## src/rtl/cmd_scheduler.sv

```systemverilog
// rtl/cmd_scheduler.sv - command FIFO feeding a launch/wait-sent/wait-response scheduler
//
// Purpose:
//   Buffers 16-bit commands in a DEPTH-entry FIFO and issues them one at a
//   time to a remote comm transmitter. The scheduler launches a command,
//   waits for the transmitter to report both bytes sent, then waits for a
//   response byte. Each command gets TMO_CYCLES clocks from launch before it
//   is abandoned with a tmo_err pulse.
//
// Optional feature:
//   `define CMD_SCHED_RETRY_EN  - on timeout, re-launch the same command up to
//                                 two more times before reporting tmo_err.
//
// Ports:
//   clk        in   system clock
//   rst        in   synchronous active-high reset
//   push       in   enqueue push_cmd this cycle
//   push_cmd   in   [15:0] command to enqueue
//   full       out  FIFO holds DEPTH entries
//   count      out  [$clog2(DEPTH):0] FIFO occupancy
//   ovfl       out  one-cycle pulse, push dropped while full
//   snd_cmd    out  launch strobe to the transmitter
//   cmd        out  [15:0] command in flight
//   cmd_sent   in   transmitter finished both bytes
//   resp_rdy   in   response byte received
//   resp       in   [7:0] response byte
//   busy       out  scheduler not idle
//   done       out  one-cycle pulse, command completed with a response
//   done_resp  out  [7:0] last captured response
//   tmo_err    out  one-cycle pulse, command abandoned on timeout

module cmd_scheduler #(
  parameter int DEPTH      = 4,
  parameter int TMO_CYCLES = 1_000_000
) (
  input  logic                     clk,
  input  logic                     rst,
  input  logic                     push,
  input  logic [15:0]              push_cmd,
  output logic                     full,
  output logic [$clog2(DEPTH):0]   count,
  output logic                     ovfl,
  output logic                     snd_cmd,
  output logic [15:0]              cmd,
  input  logic                     cmd_sent,
  input  logic                     resp_rdy,
  input  logic [7:0]               resp,
  output logic                     busy,
  output logic                     done,
  output logic [7:0]               done_resp,
  output logic                     tmo_err
);

  localparam int AW = $clog2(DEPTH);
  localparam int TW = $clog2(TMO_CYCLES);
  localparam logic [TW-1:0] TMO_LAST = TW'(TMO_CYCLES - 1);
  localparam logic [AW:0]   DEPTH_C  = (AW + 1)'(DEPTH);

  typedef enum logic [1:0] {
    IDLE      = 2'd0,
    LAUNCH    = 2'd1,
    WAIT_SENT = 2'd2,
    WAIT_RESP = 2'd3
  } state_t;

  state_t            state, state_nxt;
  logic [15:0]       mem [DEPTH];
  logic [AW-1:0]     wr_ptr, rd_ptr;
  logic [TW-1:0]     tmr;
  logic              do_push, do_pop;
  logic              resp_cap, tmo_path, tmo_fire, tmo_hit;
`ifdef CMD_SCHED_RETRY_EN
  logic [1:0]        retry_cnt;
  logic              retry;
`endif

  assign full    = (count == DEPTH_C);
  assign busy    = (state != IDLE);
  assign do_push = push & ~full;
  // The timer counts up to TMO_LAST on the edge that ends the firing cycle,
  // so firing is decided one count early; >= keeps it firing once saturated.
  assign tmo_hit = (tmr >= TMO_LAST - TW'(1));

  always_comb begin
    state_nxt = state;
    do_pop    = 1'b0;
    resp_cap  = 1'b0;
    tmo_path  = 1'b0;
    tmo_fire  = 1'b0;
`ifdef CMD_SCHED_RETRY_EN
    retry     = 1'b0;
`endif
    case (state)
      IDLE: begin
        if (count != '0) begin
          do_pop    = 1'b1;
          state_nxt = LAUNCH;
        end
      end
      LAUNCH: state_nxt = WAIT_SENT;
      WAIT_SENT: begin
        if (tmo_hit)       tmo_path  = 1'b1;
        else if (cmd_sent) state_nxt = WAIT_RESP;
      end
      WAIT_RESP: begin
        // A response arriving in the firing cycle still completes the command.
        if (resp_rdy) begin
          resp_cap  = 1'b1;
          state_nxt = IDLE;
        end else if (tmo_hit) begin
          tmo_path = 1'b1;
        end
      end
      default: state_nxt = IDLE;
    endcase

    if (tmo_path) begin
`ifdef CMD_SCHED_RETRY_EN
      if (retry_cnt < 2'd2) begin
        retry     = 1'b1;
        state_nxt = LAUNCH;
      end else begin
        tmo_fire  = 1'b1;
        state_nxt = IDLE;
      end
`else
      tmo_fire  = 1'b1;
      state_nxt = IDLE;
`endif
    end
  end

  // FIFO storage has no reset; the pointers and count define its contents.
  always_ff @(posedge clk) begin
    if (!rst && do_push) mem[wr_ptr] <= push_cmd;
  end

  always_ff @(posedge clk) begin
    if (rst) begin
      state     <= IDLE;
      wr_ptr    <= '0;
      rd_ptr    <= '0;
      count     <= '0;
      ovfl      <= 1'b0;
      snd_cmd   <= 1'b0;
      cmd       <= '0;
      done      <= 1'b0;
      done_resp <= '0;
      tmo_err   <= 1'b0;
      tmr       <= '0;
`ifdef CMD_SCHED_RETRY_EN
      retry_cnt <= '0;
`endif
    end else begin
      state   <= state_nxt;
      ovfl    <= push & full;
      snd_cmd <= (state_nxt == LAUNCH);
      done    <= resp_cap;
      tmo_err <= tmo_fire;

      if (do_push) wr_ptr <= wr_ptr + AW'(1);
      if (do_pop) begin
        cmd    <= mem[rd_ptr];
        rd_ptr <= rd_ptr + AW'(1);
      end

      case ({do_push, do_pop})
        2'b10:   count <= count + (AW + 1)'(1);
        2'b01:   count <= count - (AW + 1)'(1);
        default: count <= count;
      endcase

      if (resp_cap) done_resp <= resp;

      if (state == LAUNCH)
        tmr <= '0;
      else if ((state == WAIT_SENT || state == WAIT_RESP) && tmr != TMO_LAST)
        tmr <= tmr + TW'(1);

`ifdef CMD_SCHED_RETRY_EN
      if (do_pop)     retry_cnt <= '0;
      else if (retry) retry_cnt <= retry_cnt + 2'd1;
`endif
    end
  end

endmodule
```

## config.mk

```make
export PLATFORM = sky130hd
export DESIGN_NAME = cmd_scheduler
export DESIGN_NICKNAME = d
export VERILOG_FILES = /design/src/rtl/cmd_scheduler.sv
export SDC_FILE = /design/constraint.sdc
export NUM_CORES = 1
export LEC_CHECK = 0
export ABC_AREA = 0
export BUFFER_PORTS_ARGS = -buffer_cell sky130_fd_sc_hd__buf_2
export CORE_UTILIZATION = 49
export DETAILED_ROUTE_END_ITERATION = 16
export PLACE_DENSITY = 0.79
export SETUP_SLACK_MARGIN = 0.4
export SLEW_MARGIN = 20
export SYNTH_ARGS = -nofsm -noshare
export SYNTH_HDL_FRONTEND = slang
export SYNTH_SLANG_ARGS = --single-unit
```

## constraint.sdc

```tcl
create_clock -name clk -period 3.4 [get_ports clk]
set_input_delay 0.51 -clock clk [delete_from_list [all_inputs] [get_ports clk]]
set_output_delay 0.51 -clock clk [all_outputs]
set_load 0.05 [all_outputs]
```

== Word level (Yosys, flattened, before mapping) ==
Memory sizes are Yosys's and may differ from the RTL's. A register that Yosys moved wholly into a read port is not among the register bits.
Cells that the tools add are included.

* Shift operators: 0
* Magnitude comparators: 1
* Divide/modulo/power cells: 0
* $mul: 0
* Equality and inequality tests: 8
* Reduce and logical (&&, ||, !) cells: 9
* Add/sub/neg operators: 5
* Mux-type cells: 17
* Bitwise logic cells: 3

{| class="wikitable"
|+ Operators with widths
! kind !! number
|-
| $add A20 B1 Y20 const B || 1
|-
| $ge A20 B20 Y1 const B || 1
|-
| $ne A20 B20 Y1 const B || 1
|-
| $mux W2 || 5
|-
| $mux W1 || 9
|-
| $pmux W2 S4 || 1
|-
| $eq A2 B1 Y1 const B || 3
|-
| $eq A2 B2 Y1 const B || 3
|-
| $pmux W3 S2 || 1
|-
| $add A2 B1 Y2 const B || 2
|-
| $reduce_bool A2 Y1 || 2
|-
| $add A3 B1 Y3 const B || 1
|-
| $eq A3 B3 Y1 const B || 1
|-
| $reduce_bool A3 Y1 || 1
|-
| $sub A3 B1 Y3 const B || 1
|-
| $and A1 B1 Y1 || 2
|-
| $logic_and A1 B1 Y1 || 2
|-
| $logic_not A2 Y1 || 1
|-
| $pmux W1 S2 || 1
|-
| $reduce_or A2 Y1 || 1
|-
| $logic_not A1 Y1 || 1
|-
| $logic_or A1 B1 Y1 || 1
|-
| $not A1 Y1 || 1
|}

* Output and inout port bits: 33
* Memories kept: 1
* ROM bits: 0
* Bits in latches: 0
* Memory bits (writable): 64
* Flip-flop bits (word level): 41

{| class="wikitable"
|+ Memories
! memory !! depth !! bits a word !! read ports !! clocked after memory_dff !! wr ports !! line !! source
|-
| mem || 4 || 16 || 1 || 1 || 1 || 67 || <nowiki>logic [15:0] mem [DEPTH];</nowiki>
|}

== Longest topological paths before layout ==
* Depth after elaboration: 6
* Depth in mapped cells: 11
* Mapped depth without buffers: 9

== Worst setup path after synthesis ==
No wires, ideal clock.

* Path type: register to register
* Start: register count[0]
* End: register count[2]
* Stages on the path, launching flop included: 10
* Required time: 3.330 ns
* Path buffers: 1
* Arrival time: 2.572 ns
* Path slack: 0.758 ns
* Cells stage by stage: dfxtp_1 > o31ai_2 > inv_2 > buf_1 > ha_1 > inv_1 > fa_1 > xor2_1 > or3_1 > a21oi_1

* Word-level cells in the longest chain between the ends: 5

{| class="wikitable"
|+ RTL lines
! item !! line !! source
|-
| start, declared || 41 || <nowiki>output logic [$clog2(DEPTH):0] count,</nowiki>
|-
| start signal, assigned || 168 || <nowiki>2'b10: count <= count + (AW + 1)'(1);</nowiki>
|-
| start signal, assigned || 169 || <nowiki>2'b01: count <= count - (AW + 1)'(1);</nowiki>
|-
| start signal, assigned || 170 || <nowiki>default: count <= count;</nowiki>
|-
| $reduce_bool A3 Y1 (*) || 95 || <nowiki>if (count != '0) begin</nowiki>
|-
| $mux W1 (*) || 95 ||
|-
| $mux W1 (*) || 93 || <nowiki>case (state)</nowiki>
|-
| net do_pop || 70 || <nowiki>logic do_push, do_pop;</nowiki>
|-
| $eq A2 B1 Y1 / $eq A2 B2 Y1 (equally long branches) || 167 || <nowiki>case ({do_push, do_pop})</nowiki>
|-
| $pmux W3 S2 / $reduce_bool A2 Y1 (equally long branches) || n/a ||
|}

Mark *: on every way through the listed nets, which the timed path passes. The rest lies on a longest branch.
A chain may end at the register's enable or synchronous reset.

== Final worst setup path ==
* Start: register state[1]
* End: register count[2]

* Word-level cells in the longest chain between the ends: 4

{| class="wikitable"
|+ RTL lines
! item !! line !! source
|-
| start, declared || 66 || <nowiki>state_t state, state_nxt;</nowiki>
|-
| start signal, assigned || 155 || <nowiki>state <= state_nxt;</nowiki>
|-
| $logic_not A2 Y1 (*) || 93 ||
|-
| $mux W1 (*) || 93 ||
|-
| $eq A2 B1 Y1 / $eq A2 B2 Y1 (equally long branches) || 167 ||
|-
| $pmux W3 S2 / $reduce_bool A2 Y1 (equally long branches) || n/a ||
|}

Mark *: on every way between the ends. The rest lies on a longest branch, timed or not.

==> flow_summary.ini <==
[route]
dr.first_iter.drc_count = 169
detailedRoute.firstPassIterationCount = 4
drt_drc_violations_left = 0
met2_length_mm = 5.27
top_layer_used = met4
routed-wl-met3_um = 687
post_drt_via_cell_ratio = 5.52
postRouteWirelength_mm = 10.4
post_drt_wl_per_cell_um = 17.0
wirelength_met1_mm = 4.19
antenna_left = 0
via_count = 3355

[global_route]
grt_start_max_net_pins = 41
first_global_vias = 3169
global_route_wire_length_before_repair_mm = 16.1
track_usage_pct = 21.5
globalRouteOverflowTotal = 0
initial_antenna_violation_count = 0

[sta]
setup_viol = 0
max_slew.worst_pin.slew_ns = 1.08
finalHoldViolCount = 0
max_freq_ghz = 0.383
final_critical_path_setup_slack_ns = 0.788
period_share_pct = 76.8
grt_setup_unrepaired = no
timing.max_slew.rel_slack_pct = 27.4
number_of_max_slew_violations_in_the_final_report = 0
finalSetupTns_ns = 0
post-route-min-period_ns = 2.61
worst_clock_skew_ns = 0.00885

[cells_and_area]
area_growth_from_synthesis_to_final_layout_pct = 21.1
final_layout_size_suffix_gt1_share_pct = 26.5
final_net_count = 499
nFillCells = 748
final_core_utilization_pct = 60.9
antennaDiodeCount = 0

[power_and_ir_drop]
cellLeakagePower_nw = 2.16
power_density_nw_per_um2 = 834
power.ir.vdd_worst_mv = 0.676

[die]
initial_core_util_pct = 50.3
fp.dieW_um = 102
fp.dieH_um = 102
coreArea_um2 = 9730
placement_rows = 36
top_level_ports = 62
floorplan.die_area_um2 = 10400

[synth]
seq_area_frac_synth_pct = 62.6
synthDistinctLibCells = 46
combinational_family_with_the_most_area_after_synthesis = simple AND/OR/NAND/NOR gates
synth_adder_area_share_pct = 2.20
synth_compound_area_share_pct = 9.46
mean_cell_area_of_the_mapped_netlist_um2 = 12.4
synth-simple-area-share_pct = 13.4
synth.yosys.warnings = 0
synth-edff-count = 64
mappedNetlistNets = 433
postSynthCellCount = 396
postSynth.topFlopCell = sky130_fd_sc_hd__edfxtp_1
postSynthRegisterBits = 121
yosys-mux-area-fraction_pct = 7.98
yosys.area_share.xor_xnor_pct = 1.43
async_flop_share_pct = 0
synthesis.area_um2 = 4890

[worst_setup_path]
endpoint_kind = flop
setup.worst_path.end = count[2]
r2r_end = count[2]
timing.critical_path.required_ns = 3.83
nature_of_the_critical_path_startpoint = flop
crit_path_cell_trace = nor2_1 > o31ai_2 > inv_2 > ha_1 > inv_1 > fa_1 > xor2_1 > or3_1 > a21oi_1
slack_of_the_worst_reg_to_reg_path_ns = 0.79
cp-startpoint = state[1]
worst_ep_arrival_time_ns = 3.05
slowest_stage = sky130_fd_sc_hd__dfxtp_1
critPathMaxStageDelay_ns = 0.43
worst_r2r_path_depth = 9
critical_path.reg2reg.startpoint = state[1]
criticalPathCategory = reg2reg
cp_max_fo = 18

[clock_network]
postCtsSetupRepairBufs = 0
tritoncts_num_sinks = 121
cts_buffer_depth = 2
clock_tree_from_tritoncts = done
clkLatencyLatePin_ns = 0.52
cts_resized = 0
cts.root.buffer_cell = sky130_fd_sc_hd__clkbuf_8
path_clk_slew_ns = 0.06
htreeDepth = 4
quantity_of_hold_fixing_buffers_added_after_cts = 0
cts-buffers-inserted = 17

[hold_path]
hold_class = in2reg

[place]
dp_hpwl_mm = 6.19
finalWeightedCongestion = 0.891
io_buf_count = 61
pre_cts_ws_ns = 0.898

[run_status]
outcome = completed

[flow_run]
timing.max_cap.violations = 0
-- per-stage QoR --
step                power (W)  hold slack [ns]  instances  instance area, um^2
detailed placement    0.00305            0.446        576                 5300
global route          0.00514            0.186        608                 5930
finish                0.00494            0.210        608                 5930
CTS                   0.00497            0.195        608                 5930
floorplan             0.00275            0.453        396                 4890
global placement      0.00301            0.438        576                 5300
-- final cells by class --
type / count / area, um^2 / share of cell area [%]
Inverter: 12 / 45.0 / 0.760
Tap cell: 133 / 166 / 2.81
Clock buffer: 18 / 418 / 7.05
Multi-Input combinational cell: 245 / 1690 / 28.5
Clock inverter: 14 / 211 / 3.57
Sequential cell: 121 / 3060 / 51.7
Timing Repair Buffer: 65 / 335 / 5.66
-- flip-flops by register name, summed over array words and instances (netlist names) --
signal	cells
count	3
rd_ptr	2
tmr	20
cmd	16
state	2
tmo_err	1
ovfl	1
wr_ptr	2
snd_cmd	1
done_resp	8
done	1
mem	64
-- worst max-delay path: cells and delay by family, from the launching register on --
| family | cells | cell delay [ns] |
|---|---|---|
| flip-flops | 1 | 0.43 |
| XOR/XNOR | 1 | 0.17 |
| adder cells (fa/ha/maj) | 2 | 0.62 |
| AND/OR/NAND/NOR | 2 | 0.63 |
| buffers and inverters | 2 | 0.36 |
| AO/OA/AOI/OAI | 2 | 0.32 |
-- cell usage after synthesis (2+ instances only) --
cell type | count | share of area [%]
sky130_fd_sc_hd__nand2_1 | 65 | 5.0
sky130_fd_sc_hd__edfxtp_1 | 64 | 39
sky130_fd_sc_hd__dfxtp_1 | 57 | 23
sky130_fd_sc_hd__a21oi_1 | 44 | 4.5
sky130_fd_sc_hd__mux4_2 | 16 | 7.4
sky130_fd_sc_hd__nor2_1 | 16 | 1.2
sky130_fd_sc_hd__o21ai_0 | 16 | 1.6
sky130_fd_sc_hd__clkbuf_1 | 11 | 0.84
sky130_fd_sc_hd__inv_1 | 11 | 0.84
sky130_fd_sc_hd__nand3_1 | 10 | 1.0
sky130_fd_sc_hd__or3_1 | 10 | 1.3
sky130_fd_sc_hd__nand4_1 | 9 | 1.2
sky130_fd_sc_hd__a2111o_1 | 7 | 1.6
sky130_fd_sc_hd__ha_1 | 7 | 1.8
sky130_fd_sc_hd__and2_1 | 5 | 0.64
sky130_fd_sc_hd__xor2_1 | 5 | 0.89
sky130_fd_sc_hd__and3_1 | 4 | 0.51
sky130_fd_sc_hd__mux2i_1 | 3 | 0.61
sky130_fd_sc_hd__xnor2_1 | 3 | 0.54
sky130_fd_sc_hd__a21oi_2 | 2 | 0.36
sky130_fd_sc_hd__a31oi_1 | 2 | 0.26
sky130_fd_sc_hd__and4_1 | 2 | 0.36
sky130_fd_sc_hd__and4_2 | 2 | 0.41
sky130_fd_sc_hd__buf_2 | 2 | 0.20
sky130_fd_sc_hd__nand2b_1 | 2 | 0.26
-- cell families (layout without fill, tap and decap cells) --
kind of cell | Yosys count | count (layout)
simple gates | 133 | 133
flops | 121 | 121
compound gates | 77 | 77
buf+inv | 30 | 109
mux | 19 | 19
fa+ha+maj | 8 | 8
xor+xnor | 8 | 8
-- cell usage in the layout, fill, tap and decap left out, types with 11 or more instances in the layout --
master                      Yosys  routed
sky130_fd_sc_hd__a21oi_1       44      44
sky130_fd_sc_hd__buf_2          2      61
sky130_fd_sc_hd__clkbuf_16      0      16
sky130_fd_sc_hd__dfxtp_1       57      57
sky130_fd_sc_hd__edfxtp_1      64      64
sky130_fd_sc_hd__inv_1         11      11
sky130_fd_sc_hd__mux4_2        16      16
sky130_fd_sc_hd__nand2_1       65      65
sky130_fd_sc_hd__nor2_1        16      16
sky130_fd_sc_hd__o21ai_0       16      16
-- per-layer routing --
metal / vias to the layer above / global-route usage [%]
met2: 133 / 36.1
li1: 1590 / -
met4: 0 / 8.24
met1: 1619 / 26.0
met5: - / 0
met3: 13 / 6.84
-- how the worst min path moves through the flow --
stage | from | to | slack (ns) | cells after the start
floorplan | tmr[5] | tmr[5] | 0.45 | 2
global placement | done_resp[5] | done_resp[5] | 0.44 | 2
detailed placement | cmd[6] | cmd[6] | 0.45 | 2
CTS | push_cmd[3] | mem[3][3] | 0.19 | 1
global route | push_cmd[3] | mem[0][3] | 0.19 | 1
finish | push_cmd[8] | mem[1][8] | 0.21 | 1
-- power breakdown --
part	total (W)	switching, W	internal (W)
logic	0.00118	0.000834	0.000347
clock network	0.00191	0.000697	0.00121
registers	0.00185	0.000136	0.00172
No activity file was read; power rests on OpenSTA's default activity.
